`src/rtl/instr_fetch_unit.sv`:
```
// instr_fetch_unit
//   Program counter and instruction register stage that sits in front of a
//   multicycle control unit. It fetches one instruction per ir_write request
//   over a req/ack memory handshake, presents the opcode to control, and
//   applies the PCWrite / PCWriteCond / PCSource decisions from control.
//
//   Optional feature: define FETCH_TIMEOUT_EN to bound the wait for mem_ack.
//   On a timeout the IR is loaded with a NOP (32'h0), fetch_done still pulses,
//   and fetch_err is set and held until reset. Without the macro REQ waits
//   indefinitely and fetch_err is tied low.
//
// Ports
//   clk, reset            clock (rising edge), asynchronous active-low reset
//   ir_write              start an instruction fetch at the current PC
//   pc_write              unconditional PC update enable
//   pc_write_cond         PC update enable qualified by alu_zero
//   pc_source[1:0]        00 alu_result, 01 alu_out, 10 jump target, 11 hold
//   alu_result, alu_out   PC+4 path / registered branch target from the ALU
//   alu_zero              ALU zero flag
//   mem_req, mem_addr     instruction read request and its address
//   mem_rdata, mem_ack    read data and completion strobe
//   pc, instr, op_code    current PC, instruction register, instr[31:26]
//   fetch_busy            high while a fetch is outstanding (control stalls)
//   fetch_done            one-cycle pulse once instr holds the new word
//   fetch_err             sticky timeout flag
module instr_fetch_unit #(
    parameter logic [31:0] RESET_PC       = 32'h0000_0000,
    parameter logic [7:0]  TIMEOUT_CYCLES = 8'd255
) (
    input  logic        clk,
    input  logic        reset,
    input  logic        ir_write,
    input  logic        pc_write,
    input  logic        pc_write_cond,
    input  logic [1:0]  pc_source,
    input  logic [31:0] alu_result,
    input  logic [31:0] alu_out,
    input  logic        alu_zero,
    output logic        mem_req,
    output logic [31:0] mem_addr,
    input  logic [31:0] mem_rdata,
    input  logic        mem_ack,
    output logic [31:0] pc,
    output logic [31:0] instr,
    output logic [5:0]  op_code,
    output logic        fetch_busy,
    output logic        fetch_done,
    output logic        fetch_err
);

    typedef enum logic [1:0] {
        S_IDLE = 2'd0,
        S_REQ  = 2'd1,
        S_DONE = 2'd2
    } state_t;

    state_t      r_state;
    logic [31:0] r_pc;
    logic [31:0] r_instr;
    logic [31:0] r_mem_addr;
    logic        r_mem_req;
    logic        r_fetch_done;
    logic        w_pc_en;
    logic [31:0] w_pc_next;

    // pc_write dominates: when it is set, alu_zero does not matter.
    assign w_pc_en = pc_write | (pc_write_cond & alu_zero);

    always_comb begin
        w_pc_next = r_pc;
        case (pc_source)
            2'b00:   w_pc_next = alu_result;
            2'b01:   w_pc_next = alu_out;
            2'b10:   w_pc_next = {r_pc[31:28], r_instr[25:0], 2'b00};
            default: w_pc_next = r_pc;
        endcase
    end

    // PC is independent of the fetch FSM; updates during REQ leave the
    // in-flight mem_addr untouched since that was captured at fetch start.
    always_ff @(posedge clk or negedge reset) begin
        if (!reset) begin
            r_pc <= RESET_PC;
        end else if (w_pc_en) begin
            r_pc <= w_pc_next;
        end
    end

`ifdef FETCH_TIMEOUT_EN
    logic [7:0] r_wait_cnt;
    logic       r_fetch_err;
    logic [7:0] w_wait_nxt;

    assign w_wait_nxt = r_wait_cnt + 8'd1;

    always_ff @(posedge clk or negedge reset) begin
        if (!reset) begin
            r_state      <= S_IDLE;
            r_instr      <= 32'h0;
            r_mem_addr   <= 32'h0;
            r_mem_req    <= 1'b0;
            r_fetch_done <= 1'b0;
            r_wait_cnt   <= 8'd0;
            r_fetch_err  <= 1'b0;
        end else begin
            r_fetch_done <= 1'b0;
            case (r_state)
                S_IDLE: begin
                    if (ir_write) begin
                        r_state    <= S_REQ;
                        r_mem_req  <= 1'b1;
                        r_mem_addr <= r_pc;
                        r_wait_cnt <= 8'd0;
                    end
                end
                S_REQ: begin
                    // An ack arriving on the limit cycle still wins.
                    if (mem_ack) begin
                        r_instr      <= mem_rdata;
                        r_state      <= S_DONE;
                        r_mem_req    <= 1'b0;
                        r_fetch_done <= 1'b1;
                    end else if (w_wait_nxt == TIMEOUT_CYCLES) begin
                        r_instr      <= 32'h0;
                        r_state      <= S_DONE;
                        r_mem_req    <= 1'b0;
                        r_fetch_done <= 1'b1;
                        r_fetch_err  <= 1'b1;
                        r_wait_cnt   <= w_wait_nxt;
                    end else begin
                        r_wait_cnt <= w_wait_nxt;
                    end
                end
                S_DONE:  r_state <= S_IDLE;
                default: r_state <= S_IDLE;
            endcase
        end
    end

    assign fetch_err = r_fetch_err;
`else
    always_ff @(posedge clk or negedge reset) begin
        if (!reset) begin
            r_state      <= S_IDLE;
            r_instr      <= 32'h0;
            r_mem_addr   <= 32'h0;
            r_mem_req    <= 1'b0;
            r_fetch_done <= 1'b0;
        end else begin
            r_fetch_done <= 1'b0;
            case (r_state)
                S_IDLE: begin
                    if (ir_write) begin
                        r_state    <= S_REQ;
                        r_mem_req  <= 1'b1;
                        r_mem_addr <= r_pc;
                    end
                end
                S_REQ: begin
                    if (mem_ack) begin
                        r_instr      <= mem_rdata;
                        r_state      <= S_DONE;
                        r_mem_req    <= 1'b0;
                        r_fetch_done <= 1'b1;
                    end
                end
                S_DONE:  r_state <= S_IDLE;
                default: r_state <= S_IDLE;
            endcase
        end
    end

    // The timeout limit only matters when the wait counter exists.
    logic w_unused_timeout;
    assign w_unused_timeout = ^TIMEOUT_CYCLES;
    assign fetch_err        = 1'b0;
`endif

    assign pc         = r_pc;
    assign instr      = r_instr;
    assign op_code    = r_instr[31:26];
    assign mem_req    = r_mem_req;
    assign mem_addr   = r_mem_addr;
    assign fetch_busy = (r_state == S_REQ);
    assign fetch_done = r_fetch_done;

endmodule

```
`config.mk`:
```
export PLATFORM = sky130hd
export DESIGN_NAME = instr_fetch_unit
export DESIGN_NICKNAME = d
export VERILOG_FILES = /design/src/rtl/instr_fetch_unit.sv
export SDC_FILE = /design/constraint.sdc
export NUM_CORES = 1
export LEC_CHECK = 0
export BUFFER_PORTS_ARGS = -buffer_cell sky130_fd_sc_hd__clkbuf_2
export CORE_ASPECT_RATIO = 1.4
export CORE_MARGIN = 2
export CORE_UTILIZATION = 47
export DETAILED_ROUTE_END_ITERATION = 8
export HOLD_SLACK_MARGIN = 0.15
export PLACE_DENSITY = 0.92
export SKIP_LAST_GASP = 1
export SYNTH_ARGS = -nofsm -noshare
export SYNTH_HDL_FRONTEND = slang
export SYNTH_SLANG_ARGS = --single-unit
```
`constraint.sdc`:
```
create_clock -name clk -period 1.9 [get_ports clk]
set_input_delay 0.475 -clock clk [delete_from_list [all_inputs] [get_ports clk]]
set_output_delay 0.475 -clock clk [all_outputs]
set_load 0.02 [all_outputs]
```
==> metrics.md <==
| Metric | Value |
|---|---|
| Pin count of the biggest net entering global routing | 54 |
| Die width | 86.6 um |
| Routability cong. | 0.859 |
| Max clock buf depth | 2 |
| Root Buffer | clkbuf_16 |
| Clk Latency, worst-skew pair | 330 ps |
| Worst EP required | 1420 ps |
| Critical setup path kind | flip-flop to output pin |
| Worst slack at placement | 48.7 ps |
| Worst EP arrival | 1090 ps |
| Resized cells post-CTS | 0 |
| Via count | 3,492 |
| Min Hold Slack | 368 ps |
| Post-Syn Instances | 332 |
| CP startpoint kind | flip-flop |
| Sequential-to-total area share from yosys stat | 55.7% |
| Initial antenna violation count | 0 |
| Outcome | finished clean |
| Vias in the first global route | 3,657 |
| Post-DR wirelength/cell | 17.7 um |
| CTS Sinks | 100 |
| CTS tree | built |
| Final wirelength | 11,600 um |
| PD cells | 1540 mW/mm^2 |
| Clock-pin slew on the worst setup and hold paths | 60 ps |
| # IOs | 211 |
| Drt initial violations | 137 |
| TritonCTS buffer count | 9 |
| First-pass GRT wire length | 18,200 um |
| Post-synth cell types | 25 |
| Syn_nets | 441 |
| Htree depth | 3 |
| Largest vdd supply drop | 871 uV |
| Total GRT Usage | 22.7% |
| Max Transition Viols Final | 0 |
| Critical Path Fanout Max | 3 |
| Worst Setup Slack, final | 334 ps |
| Layout cells sized above 1 | 61.9% |
| Worst Hold Class | input port to flip-flop |
| Synth Register Bits | 100 |
| DRC | 0 |
| Layout Area Growth over Synthesis | 31.8% |
| Final design area excluding fillers | 0.00592 mm^2 |
| Row Count | 42 |
| Final hold violations | 0 |
| Cell Area, Synth | 0.00449 mm^2 |
| Clock skew | 4.58 ps |
| CP max stage cell | dfrtp_1 |
| Cell Area, Placed | 0.00564 mm^2 |
| RSZ-0062 raised after global routing | false |
| Starting density of the core | 48.0% |
| Antenna Violating Nets Remaining | 0 |
| Crit path cell chain | nor2b_4 > clkbuf_2 |
| Nets | 647 |
| IO Port Bufs | 209 |
| Detailed Routing Iterations Pass 1 | 4 |
| Setup violators final | 0 |
| Average size of a mapped cell | 13.5 um^2 |
| Core area | 0.00935 mm^2 |
| Static Leakage | 3.01 nW |
| DIE HEIGHT | 120 um |
| Via density | 5.35 |
| Setup TNS | 0 ps |
| Maximum Capacitance Violations | 0 |
| Final worst-path cycle share | 82.4% |
| Warnings, synthesis | 0 |
| Final Util | 63.3% |
| Congestion Overflow GR | 0 |
| Crit. End Element | output pin |
| Min Tclk post-route | 1570 ps |
| Delay of the slowest critical-path stage | 430 ps |
| Setup Buffers After CTS | 0 |
| Antenna Cells | 0 |
| Hpwl dp | 8950 um |
| F_max | 638 MHz |
| Overall die area | 0.0104 mm^2 |
per-layer routing:
metal / share of wire [%] / vias to the layer above / track usage, %
li1: - / 1590 / -
met1: 40 / 1741 / 27.4
met2: 53 / 131 / 39.2
met3: 3.9 / 30 / 2.82
met4: 3.3 / 0 / 11.5
met5: 0 / - / 0
path summary, 6_finish.rpt:
| check | start | end | slack, ps | depth (start not counted) |
|---|---|---|---|---|
| hold / removal | mem_rdata[6] | instr[6] | 370 | 2 |
| setup reg to reg | r_state[1] | mem_addr[20] | 420 | 3 |
| min in group asynchronous | reset | instr[31] | 600 | 2 |
| max in group asynchronous | reset | mem_addr[20] | 680 | 3 |
| setup / recovery | r_state[1] | fetch_busy | 330 | 2 |
| hold reg to reg | mem_req | mem_req | 490 | 1 |
sequential cells by signal, indices dropped and copies added (netlist names):
signal      cells
instr          32
r_state         2
mem_addr       32
fetch_done      1
mem_req         1
pc             32
placed cells by master, fill, tap and decap left out, types with 2 or more instances in the layout:
cell type and count:
clkbuf_1 2, clkinv_2 2, mux2_1 2, mux2_2 74, buf_12 5, clkinvlp_4 2
inv_1 5, dfrtp_1 100, a22oi_1 28, o21ai_0 4, clkbuf_16 9, clkbuf_2 208
nor2_1 27, a21o_1 2, mux2_4 18, a22o_1 4, ha_1 3, a21oi_1 26
buf_4 10
cell usage after synthesis, drive strengths merged:
cell	n	area share (%)
mux2	94	25
nor3b	1	0.42
clkbuf	6	0.50
a21oi	27	3.1
inv	6	0.50
a21o	2	0.33
a22o	4	0.78
nor3	1	0.22
and2	1	0.14
ha	4	1.1
nor2	27	2.3
conb	1	0.083
a22oi	28	4.7
nand2	1	0.083
dfrtp	100	56
nor2b	1	0.31
buf	23	4.1
or2	1	0.14
o21ai	4	0.45
where the power goes:
group / switching, mW / leakage, nW / internal [mW]
registers: 0.643 / 1.20 / 3.00
clock network: 0.752 / 0.129 / 0.920
logic: 2.18 / 1.68 / 1.62
total: 3.58 / 3.01 / 5.54
timing repair:
action                                  CTS  global route
hold endpoints to repair                 25             0
hold buffers                              1             0
endpoints found under the setup margin    0             0
logic make-up (layout without fill, tap and decap cells):
logic type | after synthesis | in the layout | share of synthesized area [%]
AND/OR/NAND/NOR | 33 | 33 | 3.57
flip-flops | 100 | 100 | 55.7
buffers and inverters | 35 | 246 | 5.13
multiplexers | 94 | 94 | 25.1
AO/OA/AOI/OAI | 65 | 65 | 9.33
adder cells (fa/ha/maj) | 4 | 4 | 1.11
other | 1 | 1 | 0.0835
stage by stage:
step	std cells	total power [mW]
after global routing	653	9.57
after CTS	653	9.19
final	653	9.12
after global placement	636	7.33
after floorplan	332	6.07
after detailed placement	636	7.50
cell type report:
cell class | count | area [um^2]
multi-input combinational | 197 | 1760
clock buffer | 12 | 246
sequential | 100 | 2500
clock inverter | 4 | 25.0
fill | 723 | 3430
timing repair buffer | 224 | 1230
inverter | 6 | 22.5
tap | 110 | 138
critical path, delay by kind of cell, from the launching register on:
| family | cells | cell delay [ps] |
|---|---|---|
| buf+inv | 1 | 180 |
| flops | 1 | 430 |
| simple gates | 1 | 150 |
(Power assumes the default switching activity.)
